`config.mk`:
```
export PLATFORM = sky130hd
export DESIGN_NAME = hazard_dest_tracker
export DESIGN_NICKNAME = d
export VERILOG_FILES = /design/src/rtl/pipe_pkg.sv /design/src/rtl/hazard_dest_tracker_sat_counter.sv /design/src/rtl/hazard_dest_tracker.sv
export SDC_FILE = /design/constraint.sdc
export NUM_CORES = 1
export LEC_CHECK = 0
export CORE_AREA = 8 8 79 81
export CTS_CLUSTER_SIZE = 12
export DETAILED_ROUTE_END_ITERATION = 8
export DIE_AREA = 0 0 87 89
export GPL_ROUTABILITY_DRIVEN = 0
export GPL_TIMING_DRIVEN = 0
export PLACE_DENSITY = 0.73
export SETUP_SLACK_MARGIN = 0.5
export SLEW_MARGIN = 30
export SYNTH_ARGS = -nofsm -noshare
export SYNTH_HDL_FRONTEND = slang
export SYNTH_HIERARCHICAL = 1
export SYNTH_SLANG_ARGS = --single-unit
export TNS_END_PERCENT = 5
```
`constraint.sdc`:
```
create_clock -name clk -period 2.27 [get_ports clk]
set_input_delay 0.227 -clock clk [delete_from_list [all_inputs] [get_ports clk]]
set_output_delay 0.227 -clock clk [all_outputs]
set_load 0.05 [all_outputs]
```
`src/rtl/pipe_pkg.sv`:
```
// Shared pipeline constants: register width, bubble encoding and the
// active-low NOP flag polarity used by the hazard comparator.
package pipe_pkg;

  localparam int unsigned REG_W = 3;

  localparam logic [REG_W-1:0] BUBBLE_DEST = '0;

  localparam logic LIVE = 1'b1;
  localparam logic NOP  = 1'b0;

  localparam logic [15:0] NOP_INST = 16'h0800;

endpackage

```
`src/rtl/hazard_dest_tracker_sat_counter.sv`:
```
// Saturating up-counter with synchronous active-high reset; holds at all-ones.
module sat_counter #(
  parameter int unsigned CNT_W = 16
) (
  input  logic             clk,
  input  logic             rst,
  input  logic             en_i,
  output logic [CNT_W-1:0] cnt_o
);

  logic [CNT_W-1:0] cnt_q, cnt_d;

  always_comb begin
    cnt_d = cnt_q;
    if (en_i && (cnt_q != {CNT_W{1'b1}})) begin
      cnt_d = cnt_q + CNT_W'(1);
    end
  end

  always_ff @(posedge clk) begin
    if (rst) begin
      cnt_q <= '0;
    end else begin
      cnt_q <= cnt_d;
    end
  end

  assign cnt_o = cnt_q;

endmodule

```
`src/rtl/hazard_dest_tracker.sv`:
```
// EX/MEM/WB destination tracker: feeds the hazard comparator, inserts bubbles
// on sendNOP, defers flushes across memory stalls, and counts bubbles/stalls.
module hazard_dest_tracker #(
  parameter int unsigned REG_W = pipe_pkg::REG_W,
  parameter int unsigned CNT_W = 16
) (
  input  logic             clk,
  input  logic             rst,
  input  logic [REG_W-1:0] id_dest,
  input  logic             id_regwrite,
  input  logic             id_valid,
  input  logic             sendNOP,
  input  logic             flush,
  input  logic             mem_stall,
  output logic [REG_W-1:0] execute,
  output logic [REG_W-1:0] memory,
  output logic [REG_W-1:0] writeback,
  output logic             NOPEx,
  output logic             NOPMem,
  output logic             NOPWB,
  output logic             pc_hold,
  output logic [CNT_W-1:0] bubble_cnt,
  output logic [CNT_W-1:0] stall_cnt
);

  import pipe_pkg::*;

  logic [REG_W-1:0] ex_dest_q, ex_dest_d;
  logic [REG_W-1:0] mem_dest_q, mem_dest_d;
  logic [REG_W-1:0] wb_dest_q, wb_dest_d;
  logic             ex_live_q, ex_live_d;
  logic             mem_live_q, mem_live_d;
  logic             wb_live_q, wb_live_d;
  logic             flush_pend_q, flush_pend_d;
  logic             eff_flush;
  logic             bubble_en;

  // A flush seen during a stall is remembered and applied on the first free edge.
  assign eff_flush = flush | flush_pend_q;
  assign pc_hold   = ~sendNOP & ~eff_flush & ~mem_stall;
  assign bubble_en = ~mem_stall & ~eff_flush & ~sendNOP;

  always_comb begin
    ex_dest_d    = ex_dest_q;
    ex_live_d    = ex_live_q;
    mem_dest_d   = mem_dest_q;
    mem_live_d   = mem_live_q;
    wb_dest_d    = wb_dest_q;
    wb_live_d    = wb_live_q;
    flush_pend_d = 1'b0;
    if (mem_stall) begin
      flush_pend_d = flush_pend_q | flush;
    end else begin
      wb_dest_d  = mem_dest_q;
      wb_live_d  = mem_live_q;
      mem_dest_d = ex_dest_q;
      mem_live_d = ex_live_q;
      if (eff_flush || !sendNOP) begin
        ex_dest_d = REG_W'(BUBBLE_DEST);
        ex_live_d = NOP;
      end else begin
        ex_live_d = (id_valid & id_regwrite) ? LIVE : NOP;
        ex_dest_d = (ex_live_d == LIVE) ? id_dest : REG_W'(BUBBLE_DEST);
      end
    end
  end

  always_ff @(posedge clk) begin
    if (rst) begin
      ex_dest_q    <= '0;
      mem_dest_q   <= '0;
      wb_dest_q    <= '0;
      ex_live_q    <= NOP;
      mem_live_q   <= NOP;
      wb_live_q    <= NOP;
      flush_pend_q <= 1'b0;
    end else begin
      ex_dest_q    <= ex_dest_d;
      mem_dest_q   <= mem_dest_d;
      wb_dest_q    <= wb_dest_d;
      ex_live_q    <= ex_live_d;
      mem_live_q   <= mem_live_d;
      wb_live_q    <= wb_live_d;
      flush_pend_q <= flush_pend_d;
    end
  end

  sat_counter #(.CNT_W(CNT_W)) u_bubble_cnt (
    .clk   (clk),
    .rst   (rst),
    .en_i  (bubble_en),
    .cnt_o (bubble_cnt)
  );

  sat_counter #(.CNT_W(CNT_W)) u_stall_cnt (
    .clk   (clk),
    .rst   (rst),
    .en_i  (mem_stall),
    .cnt_o (stall_cnt)
  );

  assign execute   = ex_dest_q;
  assign memory    = mem_dest_q;
  assign writeback = wb_dest_q;
  assign NOPEx     = ex_live_q;
  assign NOPMem    = mem_live_q;
  assign NOPWB     = wb_live_q;

endmodule

```
==> flow_summary.ini <==
[clock_tree]
holdBufCountCts = 0
clk_latency_ps = 300
cts.path.max_buffers = 2
numCtsBuffers = 5
cts_tree = done
h-tree-depth = 2
clock_sinks = 45
clk_pin_slew_worst_paths_ps = 90
cts_root_buf = clkbuf_8

[floorplanning]
rows = 26
core_area_sq_mm = 0.004977
io_pins = 55
fp.dieH_um = 89
initial_core_util_pct = 44.29
die_w_um = 87
die_area_sq_mm = 0.007743

[worst_setup_path]
cp.required_ps = 2040
slowest_delay_ps = 850
criticalPathCategory = reg -> out
path_cells = clkdlybuf4s50_1
r2r_slack_ps = 470
worstSetupStartpointType = flip-flop
slowest_stage = clkdlybuf4s50_1
path_max_fanout = 8
worst_ep_arrival_time_ps = 1610
endpoint_kind = output port
cp_top_family = buffers and inverters
path_buf_inv = 1

[power_and_ir_drop]
seqPwrFrac_pct = 52.1
p_switching_w = 0.0003446
p_per_area_mw_per_mm2 = 500.5
p_leak_nw = 1.058
combPwrFrac_pct = 6.7
power_w = 0.001539
swShare_pct = 22.39
clkPwrFrac_pct = 41.2
irDropWorstVdd_mv = 0.2710
p_int_w = 0.001195

[layout]
fillers = 442
final_nets = 327
fin_area_sq_mm = 0.003075
fin_cells = 386
antenna_cells = 0
area_delta_synth_final_pct = 39.50
utilization_pct = 61.79
drive_gt1_share_pct = 16.77

[global_route]
gr-usage-met3_pct = 3.952
use_met2_pct = 24.01
grt_overflow_total = 0
busiest_layer = met2
grt_pass1_wl_um = 9101
grt_util_met1_pct = 17.41
grt_max_degree = 15
grt_pass1_vias = 1970
antenna_found_initial = 0
grt_usage_pct = 14.53

[synth]
synth-seq-cells = 45
synth_cells = 247
ys_async_sr_fraction_pct = 0
syn_avg_cell_area_sq_um = 8.926
yosys.cell_types.count = 37
synth_warnings = 6
yosysTopAreaCell = dfxtp_1
yosys.area.top_type_share_pct = 40.86
ys_seq_area_share_pct = 40.86
syn_area_sq_mm = 0.002205
synth_top_cells_by_area = dfxtp_1 (41%), a21oi_1 (4.8%), or4_1 (4.8%)
synth_nets = 259
synthFlopType = dfxtp_1
yosysMostFrequentCell = dfxtp_1
synth_top_cells_by_count = dfxtp_1 (45), a21oi_1 (21), nor2_1 (21)
synth_edf_count = 0

[placement]
portBuffers = 54
dpl-instance-area_sq_mm = 0.002839
place_hpwl_um = 3892
dpl.cell_count = 371

[run]
drv_cap = 0

[sta]
slew_headroom_pct = 57.98
tightest_slew_ps = 622.2
grt_setup_unrepaired = true
hold_viol = 0
fin_worst_skew_ps = 10.54
slew_violations = 0
fin_crit_sh_pct = 80.79
fmax_ghz = 0.5453
layout_min_cycle_time_ps = 1834
setup_violations = 0

[route]
drtPass1Iterations = 5
drc = 0
via_count = 2153
detail_route.wl_per_cell_um = 14.56
drt-total-wl_um = 5620
drt-vias-per-instance = 5.578
dr.first_iter.drc_count = 85
detail-route-antenna-nets = 0

[worst_hold_path]
hp-class = in -> reg

[run_status]
status = finished clean
metal layers:
metal | vias up | part of all wire [%]
met5 | - | 0
li1 | 1070 | -
met4 | 0 | 1.7
met2 | 70 | 48
met3 | 11 | 6.2
met1 | 1002 | 44
worst paths after layout:
| path | startpoint | to | cells past startpoint |
|---|---|---|---|
| worst max-delay path | u_bubble_cnt/cnt_o[2] | bubble_cnt[2] | 1 |
| worst min-delay path | mem_stall | u_stall_cnt/cnt_o[1] | 3 |
| worst max register to register | u_bubble_cnt/cnt_o[0] | u_bubble_cnt/cnt_o[9] | 7 |
| worst min register to register | execute[1] | execute[1] | 2 |
what timing repair did:
item / 4_1_cts / 5_1_grt
pin swaps: 2 / 2
setup buffers: 4 / 3
gates resized for setup: 11 / 22
setup endpoints to repair: 56 / 60
sequential cells by signal, indices dropped and copies added (netlist names):
register            cells
memory                  3
u_stall_cnt/cnt_o      16
execute                 3
writeback               3
NOPWB                   1
NOPMem                  1
flush_pend_q            1
NOPEx                   1
u_bubble_cnt/cnt_o     16
power groups by stage:
stage / Clock [W] / Combinational [W] / Sequential, W
after floorplan: 0 / 0.0000413 / 0.000836
after global placement: 0 / 0.0000990 / 0.000820
after detailed placement: 0 / 0.0000993 / 0.000820
after CTS: 0.000663 / 0.000103 / 0.000802
after global routing: 0.000688 / 0.000111 / 0.000804
final: 0.000634 / 0.000103 / 0.000802
cells by family after synthesis:
group | synth area share, %
AOI/OAI and AO/OA | 13.79
xor gates and xnor gates | 1.589
adders and majority gates | 1.135
buffers and inverters | 3.745
DFF | 40.86
muxes | 5.562
and+or+nand+nor | 33.32
final cells by class:
class                   instances  area [sq um]  area share [%]
plain buffers                  11         63.81           2.075
clock buffers                   6         82.58           2.685
clock inverters                 2         37.54           1.221
well taps                      70         87.58           2.848
repair buffers                 61         605.6           19.69
multi-input cells             185          1257           40.89
flip-flops and latches         45         918.4           29.86
inverters                       6         22.52          0.7323
cell usage in the layout (no fill, tap or decap), drive strengths merged:
cell type,instances
o21ai,8
o311ai,2
nor2,21
clkinvlp,1
clkdlybuf4s50,49
nand2b,3
nor4,8
mux2i,10
o31ai,12
nor3b,1
nand2,18
nand3,12
or4,14
dlygate4sd2,1
o21a,2
o22ai,3
clkdlybuf4s15,1
buf,14
dfxtp,45
o41ai,2
and4,6
nor2b,4
and3,2
ha,2
nand4,9
bufinv,1
nor3,9
dlymetal6s2s,2
or3,6
inv,6
a21oi,21
nor4bb,2
xnor2,4
nand3b,2
mux2,2
clkbuf,11
through the flow:
stage | setup TNS [ps] | setup slack (ps) | hold slack [ps]
CTS | 0 | 384.1 | 464.3
floorplan | 0 | 160.8 | 303.1
finish | 0 | 436.1 | 290.4
global route | 0 | 317.3 | 337.6
global placement | -10070 | -832.2 | 473.8
detailed placement | -10740 | -875.0 | 477.6
Note: power is estimated with default switching activity, not from simulation.
==> patch, RTL diff (same settings) <==
`CNT_W` is set to 16 in 2 places; all go to 14.
--- a/src/rtl/hazard_dest_tracker_sat_counter.sv
+++ b/src/rtl/hazard_dest_tracker_sat_counter.sv
@@ -1,6 +1,6 @@
 // Saturating up-counter with synchronous active-high reset; holds at all-ones.
 module sat_counter #(
-  parameter int unsigned CNT_W = 16
+  parameter int unsigned CNT_W = 14
 ) (
   input  logic             clk,
   input  logic             rst,
--- a/src/rtl/hazard_dest_tracker.sv
+++ b/src/rtl/hazard_dest_tracker.sv
@@ -2,7 +2,7 @@
 // on sendNOP, defers flushes across memory stalls, and counts bubbles/stalls.
 module hazard_dest_tracker #(
   parameter int unsigned REG_W = pipe_pkg::REG_W,
-  parameter int unsigned CNT_W = 16
+  parameter int unsigned CNT_W = 14
 ) (
   input  logic             clk,
   input  logic             rst,
Ports: changed (resized bubble_cnt and stall_cnt); port bits go from 55 to 51. The function was not compared with the original's and may differ.
==> patch against the unedited design <==
Sequential cell count is 4 lower. Total power shrank 14%. Non-clock buffer count fell by 9. Setup slack worse by 0.015 ns. First-iteration DRC count up 9.4%. Final area down 11%. Area after synthesis down 10%. Routed wire length shrank 15%. Largest cell class unchanged. Sequential power decreased by 8.2%. Critical path depth did not move.
==> patch: results (changes against the unedited design) <==
Post-Syn Nets=227 (was 259); Post-Synth XOR/XNOR Area=0% (was 1.589%); detailed-placement wirelength estimate=3417 um (was 3892 um); Yosys cell types=36 (was 37); layout cells sized above 1=16.49% (was 16.77%); vias in the first global route=1762 (was 1970); Worst R2R Path Depth=5 (was 7); Synth area leaders=dfxtp_1, a21oi_1, mux2i_1 (was dfxtp_1, a21oi_1, or4_1); first-pass GRT wire length=7679 um (was 9101 um); Initial DRC Count=93 (was 85); mux cell area share after synthesis=6.203% (was 5.562%); sequential area share after synthesis=41.52% (was 40.86%); GRT Total Usage=12.20% (was 14.53%); compound-gate portion of the synthesized area=14.75% (was 13.79%); Worst Skew=0.004143 ns (was 0.01054 ns); CTS resizes=15 (was 11); Clock group=0.472 mW (was 0.634 mW); nets=290 (was 327); status=complete, no violations (unchanged); total power per unit cell area=481.0 nW/um2 (was 500.5 nW/um2); Post-Synth Adder-Cell Area=1.266% (was 1.135%); Int Pwr=0.9854 mW (was 1.195 mW); via/cell ratio=5.149 (was 5.578); Max VDD drop=0.3619 mV (was 0.2710 mV); number of setup buffers added after CTS=3 (was 4); final wirelength=4804 um (was 5620 um); Synth Area per Inst=9.195 um2 (was 8.926 um2); Leak=0.9612 nW (was 1.058 nW)
patch: per-layer routing:
metal | part of all wire, % | up-vias | global-route usage (%)
met5 | 0 | - | 0
met4 | 0.40 | 0 | 4.382
met3 | 4.9 | 2 | 3.401
met2 | 48 | 35 | 21.37
met1 | 47 | 838 | 13.87
li1 | - | 922 | -
patch: worst paths after layout:
check	from	endpoint	slack, ns
worst min register to register	execute[1]	execute[1]	0.49
worst max-delay path	u_bubble_cnt/cnt_o[4]	bubble_cnt[4]	0.42
worst min-delay path	mem_stall	u_stall_cnt/cnt_o[2]	0.47
worst max register to register	u_stall_cnt/cnt_o[0]	u_stall_cnt/cnt_o[0]	0.49
patch: tightest hold or removal path, delay by kind of cell:
kind            cells  cell delay (ns)
buf+inv             1             0.23
simple gates        1             0.06
compound gates      1             0.18
patch: cell type report:
class,count,area [um2]
timing repair buffer,56,546.8
sequential,41,827.0
inverter,4,15.01
multi-input combinational,163,1120
clock inverter,3,17.52
clock buffer,5,68.82
tap,70,87.58
fill,449,2237
buffer,7,57.56
